### config.mk
export PLATFORM = sky130hd
export DESIGN_NAME = rob_commit_unit_flat
export DESIGN_NICKNAME = d
export VERILOG_FILES = /design/src/rtl/rob_commit_if.sv /design/src/rtl/rob_commit_unit.sv /design/src/flat_wrapper.sv
export SDC_FILE = /design/constraint.sdc
export NUM_CORES = 1
export LEC_CHECK = 0
export BUFFER_PORTS_ARGS = -buffer_cell sky130_fd_sc_hd__buf_4
export CAP_MARGIN = 25
export CELL_PAD_IN_SITES_DETAIL_PLACEMENT = 1
export CELL_PAD_IN_SITES_GLOBAL_PLACEMENT = 2
export CORE_MARGIN = 3
export CORE_UTILIZATION = 22
export CTS_CLUSTER_SIZE = 28
export DETAILED_ROUTE_END_ITERATION = 7
export PLACE_DENSITY = 0.87
export SYNTH_ARGS = -nofsm -noshare
export SYNTH_HDL_FRONTEND = slang
export SYNTH_SLANG_ARGS = --single-unit
### constraint.sdc
create_clock -name clk -period 2 [get_ports clk]
set_input_delay 0.4 -clock clk [delete_from_list [all_inputs] [get_ports clk]]
set_output_delay 0.4 -clock clk [all_outputs]
set_load 0.01 [all_outputs]
### src/rtl/rob_commit_if.sv
// rob_commit_if: bundles the ROB head, register-file retire, store and redirect signals of the commit stage
interface rob_commit_if #(
   parameter int w = 16,
   parameter int n = 3
);
   logic         rob_empty;
   logic         rob_valid;
   logic [1:0]   rob_op;
   logic [3:0]   rob_dest;
   logic [w-1:0] rob_value;
   logic [w-1:0] rob_addr;
   logic         rob_mispredict;
   logic [n-1:0] rob_head;
   logic         rob_re;
   logic         rf_we;
   logic [3:0]   rf_dest;
   logic [w-1:0] rf_value;
   logic [n-1:0] rf_tag;
   logic         mem_req;
   logic [w-1:0] mem_addr;
   logic [w-1:0] mem_wdata;
   logic         mem_ack;
   logic         flush;
   logic [w-1:0] redirect_pc;
   logic         halted;
   logic [15:0]  commit_count;
   logic [15:0]  flush_count;
   modport master (
      input  rob_empty, rob_valid, rob_op, rob_dest, rob_value, rob_addr, rob_mispredict, rob_head, mem_ack,
      output rob_re, rf_we, rf_dest, rf_value, rf_tag, mem_req, mem_addr, mem_wdata,
             flush, redirect_pc, halted, commit_count, flush_count
   );
   modport slave (
      output rob_empty, rob_valid, rob_op, rob_dest, rob_value, rob_addr, rob_mispredict, rob_head, mem_ack,
      input  rob_re, rf_we, rf_dest, rf_value, rf_tag, mem_req, mem_addr, mem_wdata,
             flush, redirect_pc, halted, commit_count, flush_count
   );
endinterface

### src/rtl/rob_commit_unit.sv
// rob_commit_unit: in-order ROB head retirement (ALU writeback, store handshake, mispredict flush, halt); optional statistics under COMMIT_STATS_EN
module rob_commit_unit #(
   parameter int w = 16,
   parameter int n = 3
) (
   input logic         clk,
   input logic         rst,
   rob_commit_if.master bus
);
   typedef enum logic [1:0] {RUN, STORE_WAIT, FLUSH, HALTED} state_t;
   localparam logic [1:0] op_alu    = 2'b00;
   localparam logic [1:0] op_store  = 2'b01;
   localparam logic [1:0] op_branch = 2'b10;
   localparam logic [1:0] op_halt   = 2'b11;
   state_t       state, state_nx;
   logic         ready;
   logic         gap;
   logic [n-1:0] head_tag;
   logic [w-1:0] addr_q, wdata_q, pc_q;
   assign head_tag        = bus.rob_head;
   assign bus.rf_tag      = head_tag;
   assign bus.rf_dest     = bus.rob_dest;
   assign bus.rf_value    = bus.rob_value;
   assign bus.mem_req     = state == STORE_WAIT;
   assign bus.flush       = state == FLUSH;
   assign bus.halted      = state == HALTED;
   assign bus.mem_addr    = addr_q;
   assign bus.mem_wdata   = wdata_q;
   assign bus.redirect_pc = pc_q;
   // retire decision and next state; gap blocks a pop right after a store completes
   always_comb begin
      ready      = (state == RUN) & ~rst & ~gap & ~bus.rob_empty & bus.rob_valid;
      state_nx   = state;
      bus.rob_re = 1'b0;
      bus.rf_we  = 1'b0;
      case (state)
         RUN: if (ready) begin
            bus.rob_re = bus.rob_op != op_store;
            bus.rf_we  = bus.rob_op == op_alu;
            state_nx   = bus.rob_op == op_store ? STORE_WAIT :
                         bus.rob_op == op_halt ? HALTED :
                         (bus.rob_op == op_branch && bus.rob_mispredict) ? FLUSH : RUN;
         end
         STORE_WAIT: if (bus.mem_ack && !rst) begin
            bus.rob_re = 1'b1;
            state_nx   = RUN;
         end
         FLUSH:   state_nx = RUN;
         default: state_nx = HALTED;
      endcase
   end
   // state register
   always_ff @(posedge clk) begin
      if (rst) begin
         state <= RUN;
         gap   <= 1'b0;
      end else begin
         state <= state_nx;
         gap   <= (state == STORE_WAIT) & bus.mem_ack;
      end
   end
   // store address/data and redirect target captured from the head when it is accepted
   always_ff @(posedge clk) begin
      if (rst) begin
         addr_q  <= '0;
         wdata_q <= '0;
         pc_q    <= '0;
      end else begin
         if (ready && bus.rob_op == op_store) begin
            addr_q  <= bus.rob_addr;
            wdata_q <= bus.rob_value;
         end
         if (ready && bus.rob_op == op_branch && bus.rob_mispredict) pc_q <= bus.rob_addr;
      end
   end
`ifdef COMMIT_STATS_EN
   logic [15:0] commit_q, flush_q;
   assign bus.commit_count = commit_q;
   assign bus.flush_count  = flush_q;
   // wrapping retire and flush counters
   always_ff @(posedge clk) begin
      if (rst) begin
         commit_q <= '0;
         flush_q  <= '0;
      end else begin
         commit_q <= commit_q + {15'd0, bus.rob_re};
         flush_q  <= flush_q + {15'd0, bus.flush};
      end
   end
`else
   assign bus.commit_count = '0;
   assign bus.flush_count  = '0;
`endif
endmodule

### src/flat_wrapper.sv
// flat-port wrapper written by rule: the top's interface ports become plain ports
module rob_commit_unit_flat 
#(
   parameter int w = 16,
   parameter int n = 3
)
  (clk, rst, bus_rob_empty, bus_rob_valid, bus_rob_op, bus_rob_dest, bus_rob_value, bus_rob_addr, bus_rob_mispredict, bus_rob_head, bus_mem_ack, bus_rob_re, bus_rf_we, bus_rf_dest, bus_rf_value, bus_rf_tag, bus_mem_req, bus_mem_addr, bus_mem_wdata, bus_flush, bus_redirect_pc, bus_halted, bus_commit_count, bus_flush_count);
  rob_commit_if #(.w(w), .n(n)) bus_i ();
  input logic clk;
  input logic rst;
  input wire logic [$bits(bus_i.rob_empty)-1:0] bus_rob_empty;
  input wire logic [$bits(bus_i.rob_valid)-1:0] bus_rob_valid;
  input wire logic [$bits(bus_i.rob_op)-1:0] bus_rob_op;
  input wire logic [$bits(bus_i.rob_dest)-1:0] bus_rob_dest;
  input wire logic [$bits(bus_i.rob_value)-1:0] bus_rob_value;
  input wire logic [$bits(bus_i.rob_addr)-1:0] bus_rob_addr;
  input wire logic [$bits(bus_i.rob_mispredict)-1:0] bus_rob_mispredict;
  input wire logic [$bits(bus_i.rob_head)-1:0] bus_rob_head;
  input wire logic [$bits(bus_i.mem_ack)-1:0] bus_mem_ack;
  output wire logic [$bits(bus_i.rob_re)-1:0] bus_rob_re;
  output wire logic [$bits(bus_i.rf_we)-1:0] bus_rf_we;
  output wire logic [$bits(bus_i.rf_dest)-1:0] bus_rf_dest;
  output wire logic [$bits(bus_i.rf_value)-1:0] bus_rf_value;
  output wire logic [$bits(bus_i.rf_tag)-1:0] bus_rf_tag;
  output wire logic [$bits(bus_i.mem_req)-1:0] bus_mem_req;
  output wire logic [$bits(bus_i.mem_addr)-1:0] bus_mem_addr;
  output wire logic [$bits(bus_i.mem_wdata)-1:0] bus_mem_wdata;
  output wire logic [$bits(bus_i.flush)-1:0] bus_flush;
  output wire logic [$bits(bus_i.redirect_pc)-1:0] bus_redirect_pc;
  output wire logic [$bits(bus_i.halted)-1:0] bus_halted;
  output wire logic [$bits(bus_i.commit_count)-1:0] bus_commit_count;
  output wire logic [$bits(bus_i.flush_count)-1:0] bus_flush_count;
  assign bus_i.rob_empty = bus_rob_empty;
  assign bus_i.rob_valid = bus_rob_valid;
  assign bus_i.rob_op = bus_rob_op;
  assign bus_i.rob_dest = bus_rob_dest;
  assign bus_i.rob_value = bus_rob_value;
  assign bus_i.rob_addr = bus_rob_addr;
  assign bus_i.rob_mispredict = bus_rob_mispredict;
  assign bus_i.rob_head = bus_rob_head;
  assign bus_i.mem_ack = bus_mem_ack;
  assign bus_rob_re = bus_i.rob_re;
  assign bus_rf_we = bus_i.rf_we;
  assign bus_rf_dest = bus_i.rf_dest;
  assign bus_rf_value = bus_i.rf_value;
  assign bus_rf_tag = bus_i.rf_tag;
  assign bus_mem_req = bus_i.mem_req;
  assign bus_mem_addr = bus_i.mem_addr;
  assign bus_mem_wdata = bus_i.mem_wdata;
  assign bus_flush = bus_i.flush;
  assign bus_redirect_pc = bus_i.redirect_pc;
  assign bus_halted = bus_i.halted;
  assign bus_commit_count = bus_i.commit_count;
  assign bus_flush_count = bus_i.flush_count;
  rob_commit_unit #(.w(w), .n(n)) u_core (.clk(clk), .rst(rst), .bus(bus_i));
endmodule
**Word-level counts from Yosys, hierarchy flattened**

Index checks and enable logic that the tools add are counted.

- Register bits: 51
- Bits of input ports: 47

- Eq/ne operators: 9
- Mux-type cells: 11
- Bitwise logic cells: 8
- Reduce and logical (&&, ||, !) cells: 9

Operator list:

| kind | count |
|---|---|
| two-way mux 2 bit | 5 |
| equality test 2 bit, second input constant | 4 |
| inequality test 2 x 1 -> 1 bit, second input constant | 3 |
| case mux 2 bit (3 select lines) | 1 |
| bitwise AND 1 bit | 5 |
| logical AND 1 bit | 5 |
| equality test 2 x 1 -> 1 bit, second input constant | 2 |
| zero test 2 bit | 2 |
| two-way mux 1 bit | 4 |
| NOT 1 bit | 3 |
| case mux 1 bit (2 select lines) | 1 |
| AND reduction 2 bit | 1 |
| zero test 1 bit | 1 |

**Depth between registers and ports, before layout**

Gate-level depths: netlist of run 1.

- Depth after elaboration: 7
- Gate-level depth with buffers: 8

**Least setup slack after synthesis of run 1**

OpenSTA, ideal clock, no wires.

- Path type: flip-flop to output port
- Start point: register u_core.state[0]
- End point: output bus_rf_we
- Data arrival time: 1.540 ns
- Required time: 1.600 ns
- Setup slack: 0.060 ns
- Cell stages (with the launch flop): 9
- Buffers on the path: 3
- Cell sequence: dfxtp_1 inv_1 ha_1 clkbuf_1 nor2b_1 buf_2 buf_2 nand2_1 nor2_1

- Cells in the longest elaborated chain, start to end: 7

Ends and longest elaborated chain:

| element | RTL line | RTL |
|---|---|---|
| start: declaration | rob_commit_unit.sv:15 | `state_t state, state_nx;` |
| start signal: assignment | rob_commit_unit.sv:58 | `state <= state_nx;` |
| zero test 2 bit (*) | rob_commit_unit.sv:32, rob_commit_unit.sv:36 |  |
| bitwise AND 1 bit (4 in series) | rob_commit_unit.sv:32 | `ready = (state == RUN) & ~rst & ~gap & ~bus.rob_empty & bus.rob_valid;` |
| two-way mux 1 bit | rob_commit_unit.sv:37 | `RUN: if (ready) begin` |
| two-way mux 1 bit (*) | rob_commit_unit.sv:36 | `case (state)` |
| end: declaration | flat_wrapper.sv:21 | `output wire logic [$bits(bus_i.rf_we)-1:0] bus_rf_we;` |

Mark *: on every way between the ends. The rest lies on a longest branch, timed or not.

**Final worst setup path of run 1**

- Start point: register u_core.state[1]
- End point: output bus_rob_re

- Cells in the longest elaborated chain, start to end: 7
- Elaborated cells on any way between the ends: 8

Ends and longest elaborated chain:

| element | RTL line | RTL |
|---|---|---|
| zero test 2 bit | rob_commit_unit.sv:32, rob_commit_unit.sv:36 |  |
| bitwise AND 1 bit (4 in series) | rob_commit_unit.sv:32 |  |
| two-way mux 1 bit | rob_commit_unit.sv:37 |  |
| case mux 1 bit (2 select lines) (*) | rob_commit_unit.sv:36 |  |
| end: declaration | flat_wrapper.sv:20 | `output wire logic [$bits(bus_i.rob_re)-1:0] bus_rob_re;` |

Marked as above.

==> results_dict.tcl, run 1 <==
set metrics [dict create \
    hold_start "bus_rob_addr[4]" \
    synth_edf_count 0 \
    clock.fmax_mhz 531.6 \
    crit_required_ns 1.60 \
    synth_top_area_cell "dfxtp_1" \
    path_max_fanout 3 \
    pre_cts_slack_ns 0.1915 \
    hold_path_end "u_core.bus.mem_addr[4]" \
    dr.pass1.iters 4 \
    drcViolationCount 0 \
    netlist_instances 309 \
    ys_ff_latch 51 \
    start_util 0.2306 \
    num_antenna_cells 0 \
    r2r_setup_slack_ns 0.40 \
    pin_count 155 \
    power-per-cell-area_nw_per_um2 853.4 \
    routed_via_density 4.524 \
    critPathKind "reg -> out" \
    cts-hold-fix-buffers 0 \
    cts_buffers 5 \
    syn_to_final_growth_pct 33.20 \
    setup_viol 0 \
    grt_max_degree 41 \
    rows 38 \
    post_cts_buffers 0 \
    drt_iter0_markers 113 \
    startpoint "u_core.state[1]" \
    drive_gt1_frac 0.3532 \
    grt_overflow 0 \
    slew_violations 0 \
    hp-class "in -> reg" \
    crit_arrival_ns 1.48 \
    antenna_left 0 \
    power.leakage_uw 0.001423 \
    async_flop_share 0 \
    cts_max_level 2 \
    outcome "finished, final reports clean" \
    finalWirelength_um 8368 \
    fin_crit_ns 1.881 \
    hpwl_um 6243 \
    cp-end-kind "output port" \
    coreArea_sq_um 11080 \
    syn_area_sq_um 2555 \
    r2r_start "u_core.state[1]" \
    cts_tree "yes" \
    synth_top_area_share 0.3996 \
    worst_slack_ns 0.1190 \
    finClkSkew_ns 0.009195 \
    wl_per_cell_um 15.94 \
    netlist_top_cells_area "dfxtp_1 40%, buf_4 16%, a21oi_1 9.6%, o21ai_0 9.4%, nand3_1 6.3%" \
    cts_buffer_depth 2 \
    n_fill_cell 1314 \
    hold-path-cell-count 3 \
    ir_worst_vdd_uv 403.9 \
    grt_util_all_layers 0.1215 \
    insertion_delay_ns 0.29 \
    clkTransAtPathRegs_ns 0.07 \
    avgSynthCellArea_sq_um 8.268 \
    ys_types 28 \
    chipWidth_um 113.8 \
    period_share 0.9405 \
    ys_seq_area_frac 0.3996 \
    reg2reg_to "u_core.bus.mem_addr[14]" \
    ctsResizeCount 0 \
    setup.worst_path.start_class "flop" \
    r2r_cells 7 \
    portBuffers 108 \
    die_y_um 113.8 \
    ys.flop_type "dfxtp_1" \
    gp_congestion 0.7578 \
    fin_nets 436 \
    grt_first_pass_wirelength_um 12620 \
    vias 2375 \
    grt_pass1_vias 2407 \
    grt_antenna_before_repair 0 \
    cts_sinks 51 \
    ys_warn_count 0 \
    finalHoldViolCount 0 \
    cts_root_buf "clkbuf_16" \
    cap_violations 0 \
    die-area_sq_um 12940 \
    rsz0062_at_grt "false" \
    setup-tns-final_ns 0 \
]
## metal layers
| layer | track usage | wire length [um] |
|---|---|---|
| met2 | 0.2093 | 4163 |
| met4 | 0.02644 | 31 |
| met3 | 0.03395 | 624 |
| met1 | 0.1512 | 3548 |
| met5 | 0 | 0 |
## cell type report
cell class	count	area (sq um)	share of cell area
Multi-Input combinational cell	203	1107	0.3254
Clock inverter	2	37.54	0.01103
Clock buffer	5	125.1	0.03676
Inverter	2	7.507	0.002206
Timing Repair Buffer	122	928.4	0.2728
Tap cell	140	175.2	0.05147
Sequential cell	51	1022	0.3004
## state kept, by name, summed over array words and instances, names as in the netlist
| signal | flops |
|---|---|
| u_core.bus.mem_addr | 16 |
| u_core.bus.mem_wdata | 16 |
| u_core.bus.redirect_pc | 16 |
| u_core.state | 2 |
| u_core.gap | 1 |
## per-stage QoR
step                hold slack, ns  utilization  power (uW)  cell area (sq um)  std cells
global placement            0.4601       0.2917        1937               3232        518
finish                      0.3769       0.3072        2904               3403        525
global route                0.3765       0.3072        3071               3403        525
detailed placement          0.4719       0.2917        1959               3232        518
floorplan                   0.4942            -        1673               2671        340
CTS                         0.3738       0.3064        2926               3395        525
## Yosys cell counts (2+ instances only)
library cell	n
a21oi_1	49
and3b_1	2
buf_2	6
buf_4	55
buf_6	3
clkbuf_1	20
dfxtp_1	51
ha_1	4
inv_1	2
mux2_1	2
nand3_1	32
nand4_1	16
nor2_1	3
nor2b_1	3
o21ai_0	48
## where the power goes
group          switching (uW)  total, uW  internal, uW
sequential               29.5       1090          1060
combinational             501        857           356
clock                     374        957           584
total                     904       2900          2000
## layout by cell type (no fill, tap or decap), drive strengths merged, types with 2 or more instances in the layout
cell type  synthesis  layout
buf               64     122
mux2               2       2
a21oi             50      50
nand4             16      16
dfxtp             51      51
nor2b              3       3
conb               1      32
clkbuf            20       5
and3b              2       2
ha                 4       4
nor2               3       3
nand3             32      32
o21ai             48      48
inv                2       2
## critical path, stage by stage, from the launching register on
cell and delay (ns):
dfxtp_2 0.34, inv_1 0.08, ha_1 0.21, and3b_1 0.20, a31o_2 0.23, buf_4 0.14
## logic make-up (layout without fill, tap and decap cells)
logic type,Yosys count,in the layout,synth area share
AO/OA/AOI/OAI,100,100,0.2027
adder cells (fa/ha/maj),4,4,0.01959
buffers and inverters,86,131,0.2189
flip-flops,51,51,0.3996
multiplexers,2,2,0.008814
other,1,32,0.001468
AND/OR/NAND/NOR,65,65,0.1489
## worst max-delay path by stage
stage	cells after the start	to
3_3_place_gp	5	u_core.bus.mem_addr[4]
6_report	5	bus_rob_re
2_1_floorplan	8	bus_rf_we
5_1_grt	6	bus_rf_we
3_5_place_dp	5	u_core.bus.mem_wdata[1]
4_1_cts	6	bus_rf_we
No activity file was read; power rests on OpenSTA's default activity.
==> inputs of run 2 (changes only) <==
--- a/config.mk
+++ b/config.mk
@@ -13,7 +13,8 @@
 export CORE_UTILIZATION = 22
 export CTS_CLUSTER_SIZE = 28
 export DETAILED_ROUTE_END_ITERATION = 7
-export PLACE_DENSITY = 0.87
+export PLACE_DENSITY_LB_ADDON = 0.1
+export RECOVER_POWER = 25
 export SYNTH_ARGS = -nofsm -noshare
 export SYNTH_HDL_FRONTEND = slang
 export SYNTH_SLANG_ARGS = --single-unit
==> run 2 against run 1 <==
Effect of this change: highest routed layer unchanged; critical path type unchanged; via count down 1.9%; final cell count down 0.76%; count of clock-buffer cells in the layout up 1.
==> results_dict.tcl, run 2 (synthesized netlist as in run 1, its figures left out) <==
set metrics [dict create \
    seqCellArea_sq_um 1022 \
    clock.fmax_mhz 527.0 \
    coreArea_sq_um 11080 \
    crit_required_ns 1.60 \
    dr.pass1.iters 4 \
    routed_via_density 4.474 \
    multi_input_area_sq_um 1105 \
    most-common-layout-cells "93 x buf_4, 50 x dfxtp_1, 49 x a21oi_1" \
    slew_violations 0 \
    grt_pass1_vias 2348 \
    endpoint "bus_rf_we" \
    outcome "finished, final reports clean" \
    cts_sinks 51 \
    critPathKind "reg -> out" \
    chipWidth_um 113.8 \
    hpwl_um 5848 \
    crit_cells 6 \
    drt_iter0_markers 120 \
    reg2reg_to "u_core.state[0]" \
    ctsResizeCount 0 \
    startpoint "u_core.state[0]" \
    gp_congestion 0.7638 \
    power-per-cell-area_nw_per_um2 846.6 \
    cts-hold-fix-buffers 0 \
    n_fill_cell 1338 \
    cts_buffer_depth 2 \
    cts_tree "yes" \
    finalWirelength_um 8705 \
    die_y_um 113.8 \
    fin_crit_ns 1.898 \
    drive_gt1_frac 0.2887 \
    cts_max_level 2 \
    syn_to_final_growth_pct 28.31 \
    die-area_sq_um 12940 \
    power.leakage_uw 0.001310 \
    setup.worst_path.start_class "flop" \
    cts_root_buf "clkbuf_16" \
    drcViolationCount 0 \
    antenna_left 0 \
    setup_viol 0 \
    worstPathCellList "inv_1, ha_2, nor2b_1, nand2_1, nor2_2, buf_4" \
    grt_overflow 0 \
    crit_arrival_ns 1.50 \
    portBuffers 108 \
    hold_start "rst" \
    hp-class "in -> reg" \
    num_antenna_cells 0 \
    grt_first_pass_wirelength_um 13230 \
    hold-path-cell-count 2 \
    insertion_delay_ns 0.28 \
    crit_path_top_delay_cell "dfxtp_1" \
    r2r_start "u_core.state[0]" \
    finClkSkew_ns 0.003429 \
    crit_buf_inv 2 \
    finalHoldViolCount 0 \
    critical_path.max_stage_delay_ns 0.33 \
    rows 38 \
    post_cts_buffers 0 \
    clkTransAtPathRegs_ns 0.06 \
    r2r_setup_slack_ns 0.36 \
    cap_violations 0 \
    grt_max_degree 51 \
    cp_top_family "simple AND/OR/NAND/NOR gates" \
    final_common_cell "buf_4" \
    vias 2331 \
    start_util 0.2306 \
    period_share 0.9488 \
    pin_count 155 \
    relSlewSlack 0.6127 \
    grt_util_all_layers 0.1302 \
    tightestPinTransition_ns 0.5810 \
    ir_worst_vdd_uv 336.8 \
    grt_antenna_before_repair 0 \
    fin_nets 432 \
    cts_buffers 5 \
    wl_per_cell_um 16.71 \
    finalPower_uw 2775 \
    path_max_fanout 4 \
    setup-tns-final_ns 0 \
    hold_slack_ns 0.3395 \
    cp-end-kind "output port" \
    r2r_cells 6 \
]
-- run 2: through the flow --
step / instances / setup slack (ns) / util / area [sq um]
floorplan: 340 / 0.05972 / - / 2671
global placement: 514 / 0.2381 / 0.2902 / 3214
detailed placement: 514 / 0.2117 / 0.2902 / 3214
CTS: 521 / 0.04241 / 0.3031 / 3358
global route: 521 / -0.01383 / 0.2959 / 3278
finish: 521 / 0.1023 / 0.2959 / 3278
-- run 2: worst reg2reg max path: cells and delay by family, from the launching register on --
family        cells  cell delay (ns)
buf+inv           2             0.39
fa+ha+maj         1             0.22
mux               1             0.31
flops             1             0.33
simple gates      2             0.28
-- run 2: worst min-delay path by stage --
stage and to:
2_1_floorplan u_core.bus.redirect_pc[0], 3_3_place_gp u_core.bus.mem_wdata[1], 3_5_place_dp u_core.bus.mem_wdata[1], 4_1_cts u_core.bus.mem_addr[12], 5_1_grt u_core.bus.mem_addr[12], 6_report u_core.bus.mem_addr[12]
-- run 2: report_power, final --
| part | internal (uW) | total, uW | switching [uW] | leakage, uW |
|---|---|---|---|---|
| clock network | 489 | 847 | 358 | 0.0000727 |
| logic | 326 | 837 | 511 | 0.000825 |
| registers | 1060 | 1090 | 31.4 | 0.000412 |
| total | 1880 | 2780 | 900 | 0.00131 |
-- run 2: area by class of cell --
type	count	share of cell area
multi-input combinational	203	0.3370
sequential	51	0.3118
timing repair buffer	118	0.2515
tap	140	0.05344
clock buffer	6	0.04237
inverter	2	0.002290
clock inverter	1	0.001527
-- run 2: per-layer routing --
layer,vias up,global-route usage,share of wire
met5,-,0,0
li1,1137,-,-
met2,84,0.2061,0.46
met3,4,0.03607,0.077
met4,0,0.02644,0.0064
met1,1106,0.1780,0.46
==> inputs of run 3 (changes only) <==
--- a/config.mk
+++ b/config.mk
@@ -13,6 +13,7 @@
 export CORE_UTILIZATION = 22
 export CTS_CLUSTER_SIZE = 28
 export DETAILED_ROUTE_END_ITERATION = 7
+export GPL_TIMING_DRIVEN = 0
 export PLACE_DENSITY_LB_ADDON = 0.1
 export RECOVER_POWER = 25
 export SYNTH_ARGS = -nofsm -noshare
==> constraint.sdc (replaced) <==
create_clock -name clk -period 2.1 [get_ports clk]
set_input_delay 0.42 -clock clk [delete_from_list [all_inputs] [get_ports clk]]
set_output_delay 0.42 -clock clk [all_outputs]
set_load 0.01 [all_outputs]
==> run 3 against run 2 <==
Effect of this change: combinational power increased by 9.8%; largest power group unchanged; utilization increased by 4.9 points; critical path depth decreased by 2; first-iteration DRC count decreased by 56%; flip-flop and latch count unchanged; highest routed layer unchanged; wire length increased by 7.3%; final cell count increased by 16%; via count increased by 12%; sequential power decreased by 5%; total power increased by 5.1%; worst hold slack improved by 0.050 ns; register-to-register slack about the same.
==> results_dict.tcl, run 3 (synthesized netlist as in run 1, its figures left out) <==
set metrics [dict create \
    grt_overflow 0 \
    cts_sinks 51 \
    num_antenna_cells 0 \
    clock.fmax_mhz 502.8 \
    pre_cts_slack_ns -0.3076 \
    power.leakage_uw 0.001644 \
    startpoint "u_core.gap" \
    r2r_cells 6 \
    crit_arrival_ns 1.57 \
    wl_per_cell_um 15.46 \
    rows 38 \
    multi_input_area_sq_um 1112 \
    grt_pass1_vias 2602 \
    final_common_cell "buf_4" \
    cap_violations 0 \
    ir_worst_vdd_uv 315.5 \
    syn_to_final_growth_pct 49.76 \
    grt_util_all_layers 0.1379 \
    routed_via_density 4.329 \
    grt_antenna_before_repair 0 \
    chipWidth_um 113.8 \
    slew_violations 0 \
    n_fill_cell 1364 \
    die_y_um 113.8 \
    grt_max_degree 18 \
    coreArea_sq_um 11080 \
    drive_gt1_frac 0.3642 \
    cts_buffer_depth 2 \
    drcViolationCount 0 \
    relSlewSlack 0.6441 \
    cts_max_level 2 \
    power-per-cell-area_nw_per_um2 762.4 \
    dp.cells 594 \
    hp-class "in -> reg" \
    cts_tree "yes" \
    portBuffers 114 \
    setup_viol 0 \
    fin_area_sq_um 3826 \
    outcome "finished, final reports clean" \
    seqCellArea_sq_um 1021 \
    setup.worst_path.start_class "flop" \
    cts_buffers 5 \
    pin_count 155 \
    fin_nets 514 \
    path_max_fanout 10 \
    cts-hold-fix-buffers 0 \
    placed_cell_area_sq_um 3702 \
    cts_root_buf "clkbuf_16" \
    hpwl_um 7038 \
    grt_first_pass_wirelength_um 14260 \
    gp_congestion 0.7161 \
    clkTransAtPathRegs_ns 0.07 \
    critPathKind "reg -> out" \
    final_core_utilization 0.3454 \
    r2r_start "u_core.state[0]" \
    r2r_setup_slack_ns 0.37 \
    drt_iter0_markers 53 \
    dr.pass1.iters 4 \
    start_util 0.2306 \
    finClkSkew_ns 0.008968 \
    finalHoldViolCount 0 \
    cp-end-kind "output port" \
    most-common-layout-cells "143 x buf_4, 51 x dfxtp_1, 49 x a21oi_1" \
    crit_required_ns 1.68 \
    antenna_left 0 \
    period_share 0.9471 \
    rsz0062_at_grt "false" \
    reg2reg_to "u_core.bus.redirect_pc[10]" \
    worst_slack_ns 0.1110 \
    fin_crit_ns 1.989 \
    die-area_sq_um 12940 \
    insertion_delay_ns 0.29 \
    layout.cells.non_filler 604 \
    finalWirelength_um 9340 \
    vias 2615 \
    tightestPinTransition_ns 0.5339 \
    endpoint "bus_rob_re" \
]
run 3: stage by stage:
| step | total power [uW] | hold WS (ns) | TNS, ns |
|---|---|---|---|
| after detailed placement | 1926 | 0.4702 | -0.4930 |
| after global placement | 1908 | 0.4599 | -0.3900 |
| after CTS | 2967 | 0.3892 | 0 |
| final | 2917 | 0.3893 | 0 |
| after floorplan | 1594 | 0.4942 | 0 |
| after global routing | 3097 | 0.3919 | 0 |
run 3: routing by layer:
metal  GRT usage  vias up  routed length, um  share of wire
met5           0        -                  0              0
met3     0.03130        4                665          0.071
met1      0.1898     1210               4507           0.48
met2      0.2203       96               4106           0.44
met4     0.03125        0                 60         0.0064
li1            -     1305                  -              -
run 3: worst max-delay path, stage by stage, from the launching register on:
cell	delay, ns
dfxtp_1	0.34
nor4b_4	0.36
clkbuf_4	0.30
a31o_2	0.18
buf_4	0.11
run 3: worst min-delay path by stage:
| stage | slack (ns) | cells past startpoint | from | end |
|---|---|---|---|---|
| floorplan | 0.49 | 2 | u_core.bus.redirect_pc[0] | u_core.bus.redirect_pc[0] |
| global placement | 0.46 | 2 | u_core.bus.mem_wdata[3] | u_core.bus.mem_wdata[3] |
| detailed placement | 0.47 | 2 | u_core.bus.mem_wdata[4] | u_core.bus.mem_wdata[4] |
| CTS | 0.39 | 3 | bus_rob_addr[1] | u_core.bus.mem_addr[1] |
| global route | 0.39 | 3 | bus_rob_value[7] | u_core.bus.mem_wdata[7] |
| finish | 0.39 | 3 | bus_rob_addr[1] | u_core.bus.mem_addr[1] |
run 3: what timing repair did:
item | CTS | global route
endpoints found under the setup margin | 2 | 2
pin swaps | 0 | 1
resized for setup | 9 | 4
setup buffers | 1 | 3
run 3: cell type report:
| type | instances | area share |
|---|---|---|
| plain buffers | 82 | 0.1472 |
| inverters | 2 | 0.001962 |
| flip-flops and latches | 51 | 0.2668 |
| clock buffers | 6 | 0.03630 |
| repair buffers | 118 | 0.2021 |
| multi-input cells | 203 | 0.2907 |
| clock inverters | 2 | 0.009156 |
| well taps | 140 | 0.04578 |
run 3: power breakdown:
group	total [uW]	switching (uW)	leakage, uW	internal (uW)
sequential	1040	28.9	0.000412	1010
clock	962	369	0.0000868	593
combinational	919	511	0.00115	408
total	2920	909	0.00164	2010
